<file path="src/rtl/diff_pkg.sv">
// Shared types for the backward-pass sequencer: result kinds and FSM states.
package diff_pkg;

  localparam int KIND_WIDTH = 2;

  typedef enum logic [KIND_WIDTH-1:0] {
    COST   = 2'd0,
    DENSE  = 2'd1,
    TO_ALL = 2'd2,
    START  = 2'd3
  } kind_t;

  typedef enum logic [2:0] {
    IDLE,
    FETCH,
    WAIT_RD,
    SETTLE,
    EMIT,
    DONE
  } state_t;

endpackage

</file>
<file path="src/rtl/diff_kind_picker.sv">
// Walks the per-layer result order COST -> DENSE -> TO_ALL -> START, skipping
// COST except on the last layer and START except on layer 0.
module diff_kind_picker
  import diff_pkg::*;
(
  input  kind_t kind,
  input  logic  is_last,
  input  logic  is_first,
  output kind_t next_kind,
  output logic  last_of_layer
);

  always_comb begin
    next_kind     = COST;
    last_of_layer = 1'b0;
    unique case (kind)
      COST:   next_kind = DENSE;
      DENSE:  next_kind = TO_ALL;
      TO_ALL: begin
        next_kind     = START;
        last_of_layer = !is_first;
      end
      START:  last_of_layer = 1'b1;
      default: last_of_layer = 1'b1;
    endcase
  end

  // is_last only matters for picking the first kind, which the sequencer does itself
  logic unused_is_last;
  assign unused_is_last = is_last;

endmodule

</file>
<file path="src/rtl/diff_sequencer.sv">
// Runs the derivative unit layer by layer from the last layer down to 0 and
// streams the captured results to the gradient consumer over valid/ready.
module diff_sequencer
  import diff_pkg::*;
#(
  parameter int size            = 3,
  parameter int data_size       = 16,
  parameter int cost_type_size  = 8,
  parameter int dense_type_size = 4,
  parameter int layer_count     = 4,
  parameter int layer_addr_size = 2
) (
  input  logic                          clk,
  input  logic                          reset,
  input  logic                          start,
  input  logic [cost_type_size-1:0]     cfg_cost_type,
  input  logic [dense_type_size-1:0]    cfg_dense_type,
  input  logic [size*data_size-1:0]     predict_value_in,
  output logic                          rd_en,
  output logic [layer_addr_size-1:0]    rd_addr,
  input  logic                          rd_valid,
  input  logic [size*data_size-1:0]     rd_weight,
  input  logic [size*data_size-1:0]     rd_x,
  input  logic [size*data_size-1:0]     rd_z,
  output logic [size*data_size-1:0]     weight,
  output logic [size*data_size-1:0]     x,
  output logic [size*data_size-1:0]     z,
  output logic [size*data_size-1:0]     predict_value,
  output logic [cost_type_size-1:0]     cost_type,
  output logic [dense_type_size-1:0]    dense_type,
  input  logic [size*data_size-1:0]     diff_dense_in,
  input  logic [size*data_size-1:0]     diff_start_in,
  input  logic [size*data_size-1:0]     diff_to_all_in,
  input  logic [size*data_size-1:0]     diff_cost_in,
  output logic                          out_valid,
  input  logic                          out_ready,
  output logic [layer_addr_size-1:0]    out_layer,
  output logic [KIND_WIDTH-1:0]         out_kind,
  output logic [size*data_size-1:0]     out_data,
  output logic                          busy,
  output logic                          done
);

  localparam int W = size * data_size;
  localparam logic [layer_addr_size-1:0] LAST_LAYER = layer_addr_size'(layer_count - 1);

  state_t                       state_q, state_d;
  kind_t                        kind_q, kind_d;
  logic [layer_addr_size-1:0]   layer_q, layer_d;
  logic [cost_type_size-1:0]    cost_type_q, cost_type_d;
  logic [dense_type_size-1:0]   dense_type_q, dense_type_d;
  logic [W-1:0]                 predict_q, predict_d;
  logic [W-1:0]                 weight_q, weight_d;
  logic [W-1:0]                 x_q, x_d;
  logic [W-1:0]                 z_q, z_d;
  logic [W-1:0]                 res_cost_q, res_cost_d;
  logic [W-1:0]                 res_dense_q, res_dense_d;
  logic [W-1:0]                 res_to_all_q, res_to_all_d;
  logic [W-1:0]                 res_start_q, res_start_d;

  logic  is_last, is_first, last_of_layer;
  kind_t next_kind;

  assign is_last  = (layer_q == LAST_LAYER);
  assign is_first = (layer_q == '0);

  diff_kind_picker u_kind_picker (
    .kind          (kind_q),
    .is_last       (is_last),
    .is_first      (is_first),
    .next_kind     (next_kind),
    .last_of_layer (last_of_layer)
  );

  always_comb begin
    state_d      = state_q;
    kind_d       = kind_q;
    layer_d      = layer_q;
    cost_type_d  = cost_type_q;
    dense_type_d = dense_type_q;
    predict_d    = predict_q;
    weight_d     = weight_q;
    x_d          = x_q;
    z_d          = z_q;
    res_cost_d   = res_cost_q;
    res_dense_d  = res_dense_q;
    res_to_all_d = res_to_all_q;
    res_start_d  = res_start_q;
    unique case (state_q)
      IDLE: begin
        if (start) begin
          cost_type_d  = cfg_cost_type;
          dense_type_d = cfg_dense_type;
          predict_d    = predict_value_in;
          layer_d      = LAST_LAYER;
          state_d      = FETCH;
        end
      end
      FETCH: state_d = WAIT_RD;
      WAIT_RD: begin
        if (rd_valid) begin
          weight_d = rd_weight;
          x_d      = rd_x;
          z_d      = rd_z;
          state_d  = SETTLE;
        end
      end
      // operands were registered last cycle, so the unit's outputs are settled now
      SETTLE: begin
        res_cost_d   = diff_cost_in;
        res_dense_d  = diff_dense_in;
        res_to_all_d = diff_to_all_in;
        res_start_d  = diff_start_in;
        kind_d       = is_last ? COST : DENSE;
        state_d      = EMIT;
      end
      EMIT: begin
        if (out_ready) begin
          if (!last_of_layer) begin
            kind_d = next_kind;
          end else if (is_first) begin
            state_d = DONE;
          end else begin
            layer_d = layer_q - 1'b1;
            state_d = FETCH;
          end
        end
      end
      DONE:    state_d = IDLE;
      default: state_d = IDLE;
    endcase
  end

  always_ff @(posedge clk) begin
    if (reset) begin
      state_q      <= IDLE;
      kind_q       <= COST;
      layer_q      <= '0;
      cost_type_q  <= '0;
      dense_type_q <= '0;
      predict_q    <= '0;
      weight_q     <= '0;
      x_q          <= '0;
      z_q          <= '0;
      res_cost_q   <= '0;
      res_dense_q  <= '0;
      res_to_all_q <= '0;
      res_start_q  <= '0;
    end else begin
      state_q      <= state_d;
      kind_q       <= kind_d;
      layer_q      <= layer_d;
      cost_type_q  <= cost_type_d;
      dense_type_q <= dense_type_d;
      predict_q    <= predict_d;
      weight_q     <= weight_d;
      x_q          <= x_d;
      z_q          <= z_d;
      res_cost_q   <= res_cost_d;
      res_dense_q  <= res_dense_d;
      res_to_all_q <= res_to_all_d;
      res_start_q  <= res_start_d;
    end
  end

  assign rd_en         = (state_q == FETCH);
  assign rd_addr       = rd_en ? layer_q : '0;
  assign weight        = weight_q;
  assign x             = x_q;
  assign z             = z_q;
  assign predict_value = predict_q;
  assign cost_type     = cost_type_q;
  assign dense_type    = dense_type_q;
  assign out_valid     = (state_q == EMIT);
  assign out_layer     = out_valid ? layer_q : '0;
  assign out_kind      = out_valid ? kind_q : COST;
  assign busy          = (state_q != IDLE);
  assign done          = (state_q == DONE);

  always_comb begin
    out_data = '0;
    if (out_valid) begin
      unique case (kind_q)
        COST:    out_data = res_cost_q;
        DENSE:   out_data = res_dense_q;
        TO_ALL:  out_data = res_to_all_q;
        START:   out_data = res_start_q;
        default: out_data = '0;
      endcase
    end
  end

endmodule

</file>
<file path="config.mk">
export PLATFORM = sky130hd
export DESIGN_NAME = diff_sequencer
export DESIGN_NICKNAME = d
export VERILOG_FILES = /design/src/rtl/diff_pkg.sv /design/src/rtl/diff_kind_picker.sv /design/src/rtl/diff_sequencer.sv
export SDC_FILE = /design/constraint.sdc
export NUM_CORES = 1
export LEC_CHECK = 0
export BUFFER_PORTS_ARGS = -buffer_cell sky130_fd_sc_hd__buf_2
export CELL_PAD_IN_SITES_DETAIL_PLACEMENT = 0
export CELL_PAD_IN_SITES_GLOBAL_PLACEMENT = 1
export CORE_AREA = 5 5 253 255
export CTS_CLUSTER_DIAMETER = 200
export CTS_CLUSTER_SIZE = 30
export DETAILED_ROUTE_END_ITERATION = 10
export DIE_AREA = 0 0 258 260
export PLACE_DENSITY_LB_ADDON = 0.1
export SLEW_MARGIN = 20
export SYNTH_ARGS = -nofsm -noshare
export SYNTH_HDL_FRONTEND = slang
export SYNTH_SLANG_ARGS = --single-unit
export TNS_END_PERCENT = 50
</file>
<file path="constraint.sdc">
create_clock -name clk -period 1.62 [get_ports clk]
set_clock_uncertainty 0.1 [all_clocks]
set_input_delay 0.081 -clock clk [delete_from_list [all_inputs] [get_ports clk]]
set_output_delay 0.081 -clock clk [all_outputs]
set_load 0.02 [all_outputs]
</file>
# Yosys cells after proc, flatten, opt, wreduce, memory -nomap -nowiden
# Cells that the tools add are included.
# W data, S select, Z words.
dict set report totals {
  output_inout_bits 262
  wordCells 63
  regBits 403
  input_bits 401
}
dict set report classes {
  n_eq_ne 15
  add_sub_neg 1
  muxes 22
  n_reduce_logical 12
}
# operator n
set ops {}
lappend ops {{$pmux W48 S4} 1}
lappend ops {{$mux W48} 1}
lappend ops {{$mux W2} 9}
lappend ops {{$mux W3} 5}
lappend ops {{$pmux W3 S5} 1}
lappend ops {{$ne A2 B2 Y1 const B} 4}
lappend ops {{$pmux W2 S2} 2}
lappend ops {{$eq A2 B2 Y1 const B} 3}
lappend ops {{$eq A3 B2 Y1 const B} 2}
lappend ops {{$eq A3 B3 Y1 const B} 2}
lappend ops {{$pmux W2 S3} 1}
lappend ops {{$reduce_and A5 Y1} 1}
lappend ops {{$logic_not A2 Y1} 2}
lappend ops {{$ne A2 B1 Y1 const B} 2}
lappend ops {{$reduce_and A2 Y1} 2}
lappend ops {{$reduce_and A4 Y1} 1}
lappend ops {{$reduce_bool A2 Y1} 2}
lappend ops {{$eq A3 B1 Y1 const B} 1}
lappend ops {{$logic_not A3 Y1} 1}
lappend ops {{$reduce_and A3 Y1} 1}
lappend ops {{$reduce_bool A3 Y1} 1}
lappend ops {{$eq A2 B1 Y1 const B} 1}
lappend ops {{$pmux W1 S2} 1}
lappend ops {{$sub A2 B1 Y2 const B} 1}
lappend ops {{other kinds (2)} 2}

# Logic depth before layout (Yosys ltp)
# Gate-level depths: netlist of run 1.
dict set report depth {
  depth_word 6
  depth_mapped 8
  mapped_depth_nobuf 6
}

# By module
# A second synthesis of run 1 with hierarchy kept.
dict set report unflattened {
  cells_unflattened 1898
  area_unflattened_um2 15523.6
}
# mod n_inst area_each_um2 seq_area_each_um2 cells_per_inst
set by_module_without_submodules {}
lappend by_module_without_submodules {diff_sequencer 1 15461.1 8067.7 1890}
lappend by_module_without_submodules {diff_kind_picker 1 62.6 0.0 8}

# Worst setup path after synthesis of run 1
# Ideal clock, no wire load.
dict set report synth_path {
  path_kind {reg-to-output}
  startpoint {register kind_q[0]}
  endpoint {output port out_data[37]}
  setup_slack_ns -0.287
  n_path_buf 2
  path_stages_with_launch 9
  arrival_time_ns 1.726
  t_required_ns 1.439
  path_cell_list {dfxtp_1 -> inv_1 -> ha_1 -> clkbuf_1 -> buf_1 -> a222oi_1 -> nor2_1 -> a21oi_1 -> nor2_1}
}
dict set report synth_between {
  elab_chain_cells 3
  elab_cells_between_ends 6
  cone_classes {3 x eq/ne; 2 x mux; 1 x reduce/logical}
}
# element line
set synth_lines {}
lappend synth_lines {{from (decl)} diff_sequencer.sv:48} ;# kind_t kind_q, kind_d;
lappend synth_lines {{from (signal assigned)} diff_sequencer.sv:151} ;# kind_q <= kind_d;
lappend synth_lines {{$eq A2 B2 Y1 (tied with other cells)} diff_sequencer.sv:183} ;# unique case (kind_q)
lappend synth_lines {{$pmux W48 S4 (*)} diff_sequencer.sv:183}
lappend synth_lines {{$mux W48 (*)} diff_sequencer.sv:182} ;# if (out_valid) begin
lappend synth_lines {{to (decl)} diff_sequencer.sv:39} ;# output logic [size*data_size-1:0] out_data,
# Every way passes the cells marked *; elsewhere a longest branch is shown, timed or not.

# Worst setup path after layout of run 1
dict set report layout_path {
  startpoint {register kind_q[1]}
  endpoint {output port out_data[15]}
}
# Same word-level chain as after synthesis.

==> flow_summary.html, run 1 <==
<table>
<tr><th>Metric</th><th>Value</th></tr>
<tr><th colspan="2">Die</th></tr>
<tr><td>Top Ports</td><td>663</td></tr>
<tr><td>Die outline height</td><td>~260 um</td></tr>
<tr><td>Number of rows in the core area</td><td>a little over 90</td></tr>
<tr><td>Area of the core region</td><td>around 0.061 mm^2</td></tr>
<tr><td>Die ar.</td><td>around 0.067 mm^2</td></tr>
<tr><td>Horiz. Die Dim</td><td>258 um</td></tr>
<tr><td>Starting utilization of the core area</td><td>24.9%</td></tr>
<tr><th colspan="2">CTS</th></tr>
<tr><td>Source-to-sink clock delay at the later pin of the worst-skew pair</td><td>roughly 0.56 ns</td></tr>
<tr><td>Worst-path clk slew</td><td>around 0.13 ns</td></tr>
<tr><td>Clk Tree Root Cell</td><td>sky130_fd_sc_hd__clkbuf_16</td></tr>
<tr><td>Clock tree from TritonCTS</td><td>built</td></tr>
<tr><td>Number of buffers inserted during clock tree synthesis</td><td>17</td></tr>
<tr><td>H-tree levels</td><td>1</td></tr>
<tr><td>Clock tree buffer depth</td><td>3</td></tr>
<tr><td>Clock Sink Count</td><td>between 400 and 500</td></tr>
<tr><th colspan="2">Detailed routing</th></tr>
<tr><td>Detailed Route Iter0 Violations</td><td>1145</td></tr>
<tr><td>Routed WL</td><td>76.2 mm</td></tr>
<tr><td>Drt drc</td><td>0</td></tr>
<tr><td>Router iterations before antenna repair</td><td>8</td></tr>
<tr><td>DRT antenna net count</td><td>0</td></tr>
<tr><td>Vias after detailed routing</td><td>between 15000 and 20000</td></tr>
<tr><td>Wirelength per Cell</td><td>just under 20 um</td></tr>
<tr><td>Per-cell via count in the routed design</td><td>between 4 and 5</td></tr>
<tr><th colspan="2">STA</th></tr>
<tr><td>Time the final worst path needs with I/O delays and setup</td><td>roughly 2.4 ns</td></tr>
<tr><td>Max Transition Viols Final</td><td>0</td></tr>
<tr><td>Sum of negative setup slack</td><td>-48.45 ns</td></tr>
<tr><td>Normalized max-slew margin</td><td>54.9%</td></tr>
<tr><td>Final setup vio count</td><td>260</td></tr>
<tr><td>Final critical-path share of the clock period</td><td>147%</td></tr>
<tr><td>Setup repair after global routing missed its margin</td><td>true</td></tr>
<tr><td>Setup slack of the critical path after layout</td><td>-0.755 ns</td></tr>
<tr><td>Transition time of the tightest slew-check pin</td><td>about 0.68 ns</td></tr>
<tr><td>Final number of hold-violating endpoints</td><td>0</td></tr>
<tr><td>Maximum clock frequency</td><td>about 420 MHz</td></tr>
<tr><th colspan="2">Finish</th></tr>
<tr><td>Final instance area</td><td>0.0274 mm^2</td></tr>
<tr><td>Area grow syn2layout</td><td>79.4%</td></tr>
<tr><td>Layout net count</td><td>between 3000 and 4000</td></tr>
<tr><td>Core occupancy in the finished layout</td><td>between 40% and 50%</td></tr>
<tr><td>Share of final-layout standard cells stronger than drive strength 1</td><td>36.7%</td></tr>
<tr><th colspan="2">Worst setup path</th></tr>
<tr><td>Required arrival time at the worst endpoint</td><td>approximately 1.4 ns</td></tr>
<tr><td>Maximum fanout count along the critical path</td><td>20</td></tr>
<tr><td>Nature of the critical path startpoint</td><td>register</td></tr>
<tr><td>Type of the worst setup path</td><td>reg -&gt; out</td></tr>
<tr><td>Arrival time at the worst endpoint</td><td>2.19 ns</td></tr>
<tr><td>Kind of end point of the critical path</td><td>output pin</td></tr>
<tr><th colspan="2">Global route</th></tr>
<tr><td>Maximum number of pins on one net before global-route repair</td><td>99</td></tr>
<tr><td>Total congestion overflow after global routing</td><td>0</td></tr>
<tr><td>Overall routing resource usage</td><td>19.5%</td></tr>
<tr><td>Via count of the first global-routing pass</td><td>17900</td></tr>
<tr><td>Initial antenna violation count</td><td>7</td></tr>
<tr><td>Global-route wire length before repair</td><td>around 100 mm</td></tr>
<tr><th colspan="2">Synthesis</th></tr>
<tr><td>Most used DFF post-synth</td><td>sky130_fd_sc_hd__dfxtp_1</td></tr>
<tr><td>Number of distinct library cells after synthesis</td><td>34</td></tr>
<tr><td>Synthesized Nets</td><td>between 2000 and 2500</td></tr>
<tr><td>Part of the Yosys area used for sequential elements</td><td>between 50% and 60%</td></tr>
<tr><td>Async set-reset flop share out of synthesis</td><td>0%</td></tr>
<tr><td>Leading cell types by total area after synthesis</td><td>sky130_fd_sc_hd__dfxtp_1 (53%), sky130_fd_sc_hd__nand2_1 (20%), sky130_fd_sc_hd__a21oi_1 (15%)</td></tr>
<tr><td>Count leader, synth</td><td>sky130_fd_sc_hd__nand2_1</td></tr>
<tr><td>Proportion of netlist area held by the largest area contributor</td><td>a little over half</td></tr>
<tr><td>Yosys warning count</td><td>0</td></tr>
<tr><td>Post-synthesis cell count</td><td>between 2000 and 2500</td></tr>
<tr><td>Syn_area_per_cell</td><td>about 7.6 um^2</td></tr>
<tr><td>Cell taking the most area after synthesis</td><td>sky130_fd_sc_hd__dfxtp_1</td></tr>
<tr><td>Flip-flop and latch count after synthesis</td><td>slightly above 400</td></tr>
<tr><td>Post-synthesis cell area</td><td>around 0.015 mm^2</td></tr>
<tr><td>Number of flops mapped to enable cells by yosys</td><td>0</td></tr>
<tr><td>Top cell types by occurrence after synthesis</td><td>sky130_fd_sc_hd__nand2_1 (796), sky130_fd_sc_hd__a21oi_1 (447), sky130_fd_sc_hd__dfxtp_1 (403), sky130_fd_sc_hd__nor2_1 (103), sky130_fd_sc_hd__clkbuf_1 (96)</td></tr>
<tr><th colspan="2">Placed design</th></tr>
<tr><td>Half-perimeter wire length of the detailed placement result</td><td>between 50 and 60 mm</td></tr>
<tr><td>Post-detailed-placement cell area</td><td>between 0.02 and 0.025 mm^2</td></tr>
<tr><td>Final weighted congestion in routability-driven placement</td><td>between 0.8 and 0.9</td></tr>
<tr><td>Port bufs</td><td>around 660</td></tr>
<tr><td>Setup slack after placement</td><td>-0.220 ns</td></tr>
<tr><th colspan="2">Power</th></tr>
<tr><td>Leakage power</td><td>between 10 and 15 nW</td></tr>
<tr><td>Power per unit of standard cell area</td><td>a little over 800 mW/mm^2</td></tr>
<tr><td>Worst-case vdd ir drop</td><td>814 uV</td></tr>
<tr><th colspan="2">Outcome</th></tr>
<tr><td>Failing checks</td><td>negative setup slack</td></tr>
<tr><td>Run status</td><td>complete, but fails checks</td></tr>
<tr><th colspan="2">Run</th></tr>
<tr><td>Maximum capacitance violations</td><td>0</td></tr>
<tr><th colspan="2">Hold path</th></tr>
<tr><td>Type of the worst min-delay path</td><td>in -&gt; reg</td></tr>
</table>
## power breakdown
group | internal [mW] | total, mW | switching (mW)
registers | 10.6 | 10.9 | 0.379
clock network | 1.96 | 5.42 | 3.47
logic | 2.88 | 6.34 | 3.46
total | 15.4 | 22.7 | 7.30
## final cells by class
cell class,count,area (um^2)
clock inverter,1,20.0
timing repair buffer,1207,9770
fill,6184,34000
sequential,403,8080
inverter,6,30.0
clock buffer,17,425
antenna,7,17.5
multi-input combinational,1436,8050
tap,790,988
## layer usage
layer  routed length [um]  global-route usage [%]  vias to the layer above  part of all wire (%)
li1                     -                       -                     8728                     -
met1                31000                    23.4                     8536                    41
met2                38900                    34.9                      505                    51
met3                 4240                    4.74                      103                   5.6
met4                 2040                    5.41                        4                   2.7
met5                   21                       0                        -                 0.028
## stage by stage
stage,hold WS [ns],power (mW),std cells
after global routing,0.164,23.8,3865
after global placement,0.221,15.5,3394
after floorplan,0.117,13.4,2011
after detailed placement,0.227,15.6,3394
after CTS,0.143,21.9,3812
final,0.188,22.7,3867
## flip-flops by register name, indices dropped and copies added (netlist names)
name	cells
cost_type	8
dense_type	4
kind_q	2
layer_q	2
predict_value	48
res_cost_q	48
res_dense_q	48
res_start_q	48
res_to_all_q	48
state_q	3
weight	48
x	48
z	48
## final timing paths
path / start / to / slack, ns / cells past startpoint
worst max-delay path: kind_q[1] / out_data[15] / -0.75 / 8
worst min-delay path: predict_value_in[31] / predict_value[31] / 0.19 / 4
worst min register to register: cost_type[7] / cost_type[7] / 0.36 / 2
worst max register to register: kind_q[0] / state_q[2] / -0.17 / 8
## worst max-delay path, stage by stage (launching register included)
cell,delay (ns)
sky130_fd_sc_hd__dfxtp_4,0.43
sky130_fd_sc_hd__inv_4,0.05
sky130_fd_sc_hd__ha_4,0.19
sky130_fd_sc_hd__buf_12,0.16
sky130_fd_sc_hd__a222oi_1,0.37
sky130_fd_sc_hd__nor2_2,0.07
sky130_fd_sc_hd__a21oi_2,0.16
sky130_fd_sc_hd__nor2_4,0.03
sky130_fd_sc_hd__buf_2,0.16
## kinds of logic (layout without fill, tap and decap cells)
logic type,after synthesis,in the layout,share of synthesized area [%]
AND/OR/NAND/NOR,924,925,23.3
AO/OA/AOI/OAI,502,502,18.2
flip-flops,403,403,52.9
buffers and inverters,173,1231,4.93
adder cells (fa/ha/maj),7,7,0.574
XOR/XNOR,1,1,0.0574
multiplexers,1,1,0.0656
other,0,7,0
## timing repair
action | in CTS | in global routing
gates cloned | 0 | 32
resized for setup | 16 | 391
hold endpoints to repair | 402 | 0
setup endpoints to repair | 233 | 260
setup buffers | 0 | 16
pin swaps | 22 | 169
hold buffers | 400 | 0
## cells in the final DEF (no fill, tap or decap), types with 3 or more instances in the layout
cell	n
sky130_fd_sc_hd__nand2b_1	3
sky130_fd_sc_hd__buf_4	59
sky130_fd_sc_hd__buf_12	39
sky130_fd_sc_hd__buf_16	3
sky130_fd_sc_hd__dfxtp_1	399
sky130_fd_sc_hd__dlygate4sd3_1	400
sky130_fd_sc_hd__nand2_1	696
sky130_fd_sc_hd__diode_2	7
sky130_fd_sc_hd__and2_4	3
sky130_fd_sc_hd__dfxtp_4	3
sky130_fd_sc_hd__inv_4	3
sky130_fd_sc_hd__nand2_2	24
sky130_fd_sc_hd__buf_6	63
sky130_fd_sc_hd__nor2_1	49
sky130_fd_sc_hd__buf_2	614
sky130_fd_sc_hd__buf_8	5
sky130_fd_sc_hd__a21oi_2	118
sky130_fd_sc_hd__a222oi_1	48
sky130_fd_sc_hd__nor2_4	52
sky130_fd_sc_hd__nor3_1	4
sky130_fd_sc_hd__a21oi_1	329
sky130_fd_sc_hd__ha_4	4
sky130_fd_sc_hd__clkbuf_16	41
sky130_fd_sc_hd__nand2_4	75
sky130_fd_sc_hd__nor2_2	3
Note: power is estimated with default switching activity, not from simulation.
==> run 2: changes to the inputs <==
Settings changed: CAP_MARGIN set to 20, CORE_AREA 5 5 253 255 to 5 5 256 258, CTS_BUF_LIST set to sky130_fd_sc_hd__clkbuf_8, DIE_AREA 0 0 258 260 to 0 0 261 263.
==> run 2 against run 1 <==
  * The run still ends with negative setup slack left
  * Register-to-register slack got worse by 0.19 ns
  * First-iteration DRC count fell by 24%
  * Clock power fell by 21%
  * Routed wire length rose by 6.6%
  * Sequential power barely moved
  * Power rose by 0.30%
  * Critical endpoint is now out_data[45]
  * Largest power group unchanged
  * Highest routed layer unchanged
==> flow_summary.html, run 2 (synthesized netlist as in run 1, its figures left out) <==
<table>
<tr><th>Metric</th><th>Value</th></tr>
<tr><th colspan="2">CTS</th></tr>
<tr><td>Clk Tree Root Cell</td><td>sky130_fd_sc_hd__clkbuf_8 (was sky130_fd_sc_hd__clkbuf_16)</td></tr>
<tr><td>Worst-path clk slew</td><td>0.21 ns (was 0.13 ns)</td></tr>
<tr><td>Number of buffers inserted during clock tree synthesis</td><td>17 (unchanged)</td></tr>
<tr><td>Source-to-sink clock delay at the later pin of the worst-skew pair</td><td>0.64 ns (was 0.56 ns)</td></tr>
<tr><td>Clock tree buffer depth</td><td>3 (unchanged)</td></tr>
<tr><td>Clock Sink Count</td><td>403 (unchanged)</td></tr>
<tr><td>Clock tree from TritonCTS</td><td>built (unchanged)</td></tr>
<tr><td>H-tree levels</td><td>1 (unchanged)</td></tr>
<tr><th colspan="2">STA</th></tr>
<tr><td>Transition time of the tightest slew-check pin</td><td>0.462 ns (was 0.677 ns)</td></tr>
<tr><td>Normalized max-slew margin</td><td>69.2% (was 54.9%)</td></tr>
<tr><td>Time the final worst path needs with I/O delays and setup</td><td>2.53 ns (was 2.37 ns)</td></tr>
<tr><td>Final critical-path share of the clock period</td><td>156% (was 147%)</td></tr>
<tr><td>Setup repair after global routing missed its margin</td><td>true (unchanged)</td></tr>
<tr><td>Final setup vio count</td><td>460 (was 260)</td></tr>
<tr><td>Maximum clock frequency</td><td>395 MHz (was 421 MHz)</td></tr>
<tr><td>Setup slack of the critical path after layout</td><td>-0.911 ns (was -0.755 ns)</td></tr>
<tr><td>Final-layout worst hold slack</td><td>0.0908 ns (was 0.188 ns)</td></tr>
<tr><td>Max Transition Viols Final</td><td>0 (unchanged)</td></tr>
<tr><td>Final number of hold-violating endpoints</td><td>0 (unchanged)</td></tr>
<tr><th colspan="2">Detailed routing</th></tr>
<tr><td>Per-cell via count in the routed design</td><td>4.58 (was 4.62)</td></tr>
<tr><td>Router iterations before antenna repair</td><td>7 (was 8)</td></tr>
<tr><td>Detailed Route Iter0 Violations</td><td>866 (was 1145)</td></tr>
<tr><td>Drt drc</td><td>0 (unchanged)</td></tr>
<tr><td>Wirelength per Cell</td><td>20.3 um (was 19.7 um)</td></tr>
<tr><td>Vias after detailed routing</td><td>18300 (was 17900)</td></tr>
<tr><td>DRT antenna net count</td><td>0 (unchanged)</td></tr>
<tr><td>Routed WL</td><td>81.2 mm (was 76.2 mm)</td></tr>
<tr><th colspan="2">Die</th></tr>
<tr><td>Horiz. Die Dim</td><td>261 um (was 258 um)</td></tr>
<tr><td>Top Ports</td><td>663 (unchanged)</td></tr>
<tr><td>Starting utilization of the core area</td><td>24.3% (was 24.9%)</td></tr>
<tr><td>Area of the core region</td><td>0.0627 mm^2 (was 0.0614 mm^2)</td></tr>
<tr><td>Number of rows in the core area</td><td>92 (was 91)</td></tr>
<tr><td>Die outline height</td><td>263 um (was 260 um)</td></tr>
<tr><td>Die ar.</td><td>0.0686 mm^2 (was 0.0671 mm^2)</td></tr>
<tr><th colspan="2">Finish</th></tr>
<tr><td>Filler instances</td><td>6158 (was 6184)</td></tr>
<tr><td>Area grow syn2layout</td><td>91.4% (was 79.4%)</td></tr>
<tr><td>Commonest cells after routing, fill and taps aside</td><td>sky130_fd_sc_hd__nand2_1 (666), sky130_fd_sc_hd__buf_2 (604), sky130_fd_sc_hd__dlygate4sd3_1 (400), sky130_fd_sc_hd__dfxtp_1 (398), sky130_fd_sc_hd__a21oi_1 (267) (was sky130_fd_sc_hd__nand2_1 (696), sky130_fd_sc_hd__buf_2 (614), sky130_fd_sc_hd__dlygate4sd3_1 (400), sky130_fd_sc_hd__dfxtp_1 (399), sky130_fd_sc_hd__a21oi_1 (329))</td></tr>
<tr><td>Layout net count</td><td>3555 (was 3479)</td></tr>
<tr><td>Leading cell type in the layout, fill and taps excluded</td><td>sky130_fd_sc_hd__nand2_1 (unchanged)</td></tr>
<tr><td>Final standard cell count with taps included and fillers excluded</td><td>3999 (was 3867)</td></tr>
<tr><td>Final instance area</td><td>0.0292 mm^2 (was 0.0274 mm^2)</td></tr>
<tr><td>Share of final-layout standard cells stronger than drive strength 1</td><td>41.4% (was 36.7%)</td></tr>
<tr><th colspan="2">Outcome</th></tr>
<tr><td>Failing checks</td><td>negative setup slack (unchanged)</td></tr>
<tr><td>Run status</td><td>complete, but fails checks (unchanged)</td></tr>
<tr><th colspan="2">Global route</th></tr>
<tr><td>Maximum number of pins on one net before global-route repair</td><td>84 (was 99)</td></tr>
<tr><td>Via count of the first global-routing pass</td><td>18700 (was 17900)</td></tr>
<tr><td>Overall routing resource usage</td><td>21.2% (was 19.5%)</td></tr>
<tr><td>Total congestion overflow after global routing</td><td>0 (unchanged)</td></tr>
<tr><td>Initial antenna violation count</td><td>8 (was 7)</td></tr>
<tr><td>Global-route wire length before repair</td><td>114 mm (was 105 mm)</td></tr>
<tr><th colspan="2">Worst setup path</th></tr>
<tr><td>Nature of the critical path startpoint</td><td>register (unchanged)</td></tr>
<tr><td>Arrival time at the worst endpoint</td><td>2.35 ns (was 2.19 ns)</td></tr>
<tr><td>Minimum setup slack among reg-to-reg paths</td><td>-0.36 ns (was -0.17 ns)</td></tr>
<tr><td>Maximum fanout count along the critical path</td><td>26 (was 20)</td></tr>
<tr><td>Kind of end point of the critical path</td><td>output pin (unchanged)</td></tr>
<tr><td>Required arrival time at the worst endpoint</td><td>1.44 ns (about the same)</td></tr>
<tr><td>Type of the worst setup path</td><td>reg -&gt; out (unchanged)</td></tr>
<tr><th colspan="2">Power</th></tr>
<tr><td>Worst-case vdd ir drop</td><td>588 uV (was 814 uV)</td></tr>
<tr><td>PnR Total Power</td><td>22.8 mW (was 22.7 mW)</td></tr>
<tr><td>Power per unit of standard cell area</td><td>779 mW/mm^2 (was 829 mW/mm^2)</td></tr>
<tr><td>Leakage power</td><td>12.0 nW (was 11.1 nW)</td></tr>
<tr><th colspan="2">Hold path</th></tr>
<tr><td>Type of the worst min-delay path</td><td>in -&gt; reg (unchanged)</td></tr>
<tr><th colspan="2">Placed design</th></tr>
<tr><td>Dpl cells</td><td>3456 (was 3394)</td></tr>
<tr><td>Final weighted congestion in routability-driven placement</td><td>0.825 (was 0.803)</td></tr>
<tr><td>Port bufs</td><td>662 (unchanged)</td></tr>
<tr><td>Setup slack after placement</td><td>-0.260 ns (was -0.220 ns)</td></tr>
<tr><td>Half-perimeter wire length of the detailed placement result</td><td>53.1 mm (was 51.0 mm)</td></tr>
<tr><td>Post-detailed-placement cell area</td><td>0.0208 mm^2 (was 0.0207 mm^2)</td></tr>
<tr><th colspan="2">Run</th></tr>
<tr><td>Maximum capacitance violations</td><td>0 (unchanged)</td></tr>
</table>
[run 2: worst paths after layout]
kind                    from  cells past startpoint      endpoint
setup reg to reg  state_q[0]                     10         x[47]
hold reg to reg        z[47]                      2         z[47]
setup / recovery   kind_q[0]                      7  out_data[45]
hold / removal       rd_z[9]                      4          z[9]
[run 2: cell type report]
| class | instances | area [um^2] | area share, % |
|---|---|---|---|
| Clock inverter | 1 | 20.0 | 0.0685 |
| Tap cell | 846 | 1060 | 3.62 |
| Inverter | 6 | 40.0 | 0.137 |
| Sequential cell | 403 | 8080 | 27.7 |
| Antenna cell | 7 | 17.5 | 0.0600 |
| Timing Repair Buffer | 1281 | 11100 | 38.1 |
| Clock buffer | 17 | 234 | 0.801 |
| Multi-Input combinational cell | 1438 | 8630 | 29.5 |
[run 2: timing repair]
item	4_1_cts	5_1_grt
buffers inserted	40	38
hold buffers	400	0
gates cloned	32	21
setup endpoints to repair	455	460
pin swaps	56	198
endpoints found under the hold margin	403	0
resized for setup	270	377
[run 2: metrics by stage]
stage	TNS, ns	util (%)
after global routing	-162.77	46.5
after floorplan	-1.70	-
after global placement	-9.15	33.2
after detailed placement	-18.48	33.2
after CTS	-99.00	43.5
final	-124.85	46.6
[run 2: metal layers]
| layer | track usage [%] | share of wire [%] | vias up |
|---|---|---|---|
| met5 | 0 | 0.042 | - |
| met4 | 3.88 | 1.7 | 4 |
| met3 | 4.58 | 6.6 | 68 |
| met2 | 38.9 | 52 | 529 |
| met1 | 25.5 | 40 | 8823 |
| li1 | - | - | 8893 |
[run 2: worst max-delay path, cell delays in order (launching register included)]
cell and delay [ns]:
sky130_fd_sc_hd__dfxtp_4 0.43, sky130_fd_sc_hd__ha_4 0.20, sky130_fd_sc_hd__buf_12 0.18, sky130_fd_sc_hd__a222oi_1 0.43
sky130_fd_sc_hd__nor2_1 0.10, sky130_fd_sc_hd__a21oi_2 0.16, sky130_fd_sc_hd__nor2_4 0.05, sky130_fd_sc_hd__buf_6 0.14
[run 2: power by group]
group          internal, mW  switching [mW]
registers              10.6           0.383
logic                  3.66            3.86
clock network          1.00            3.29
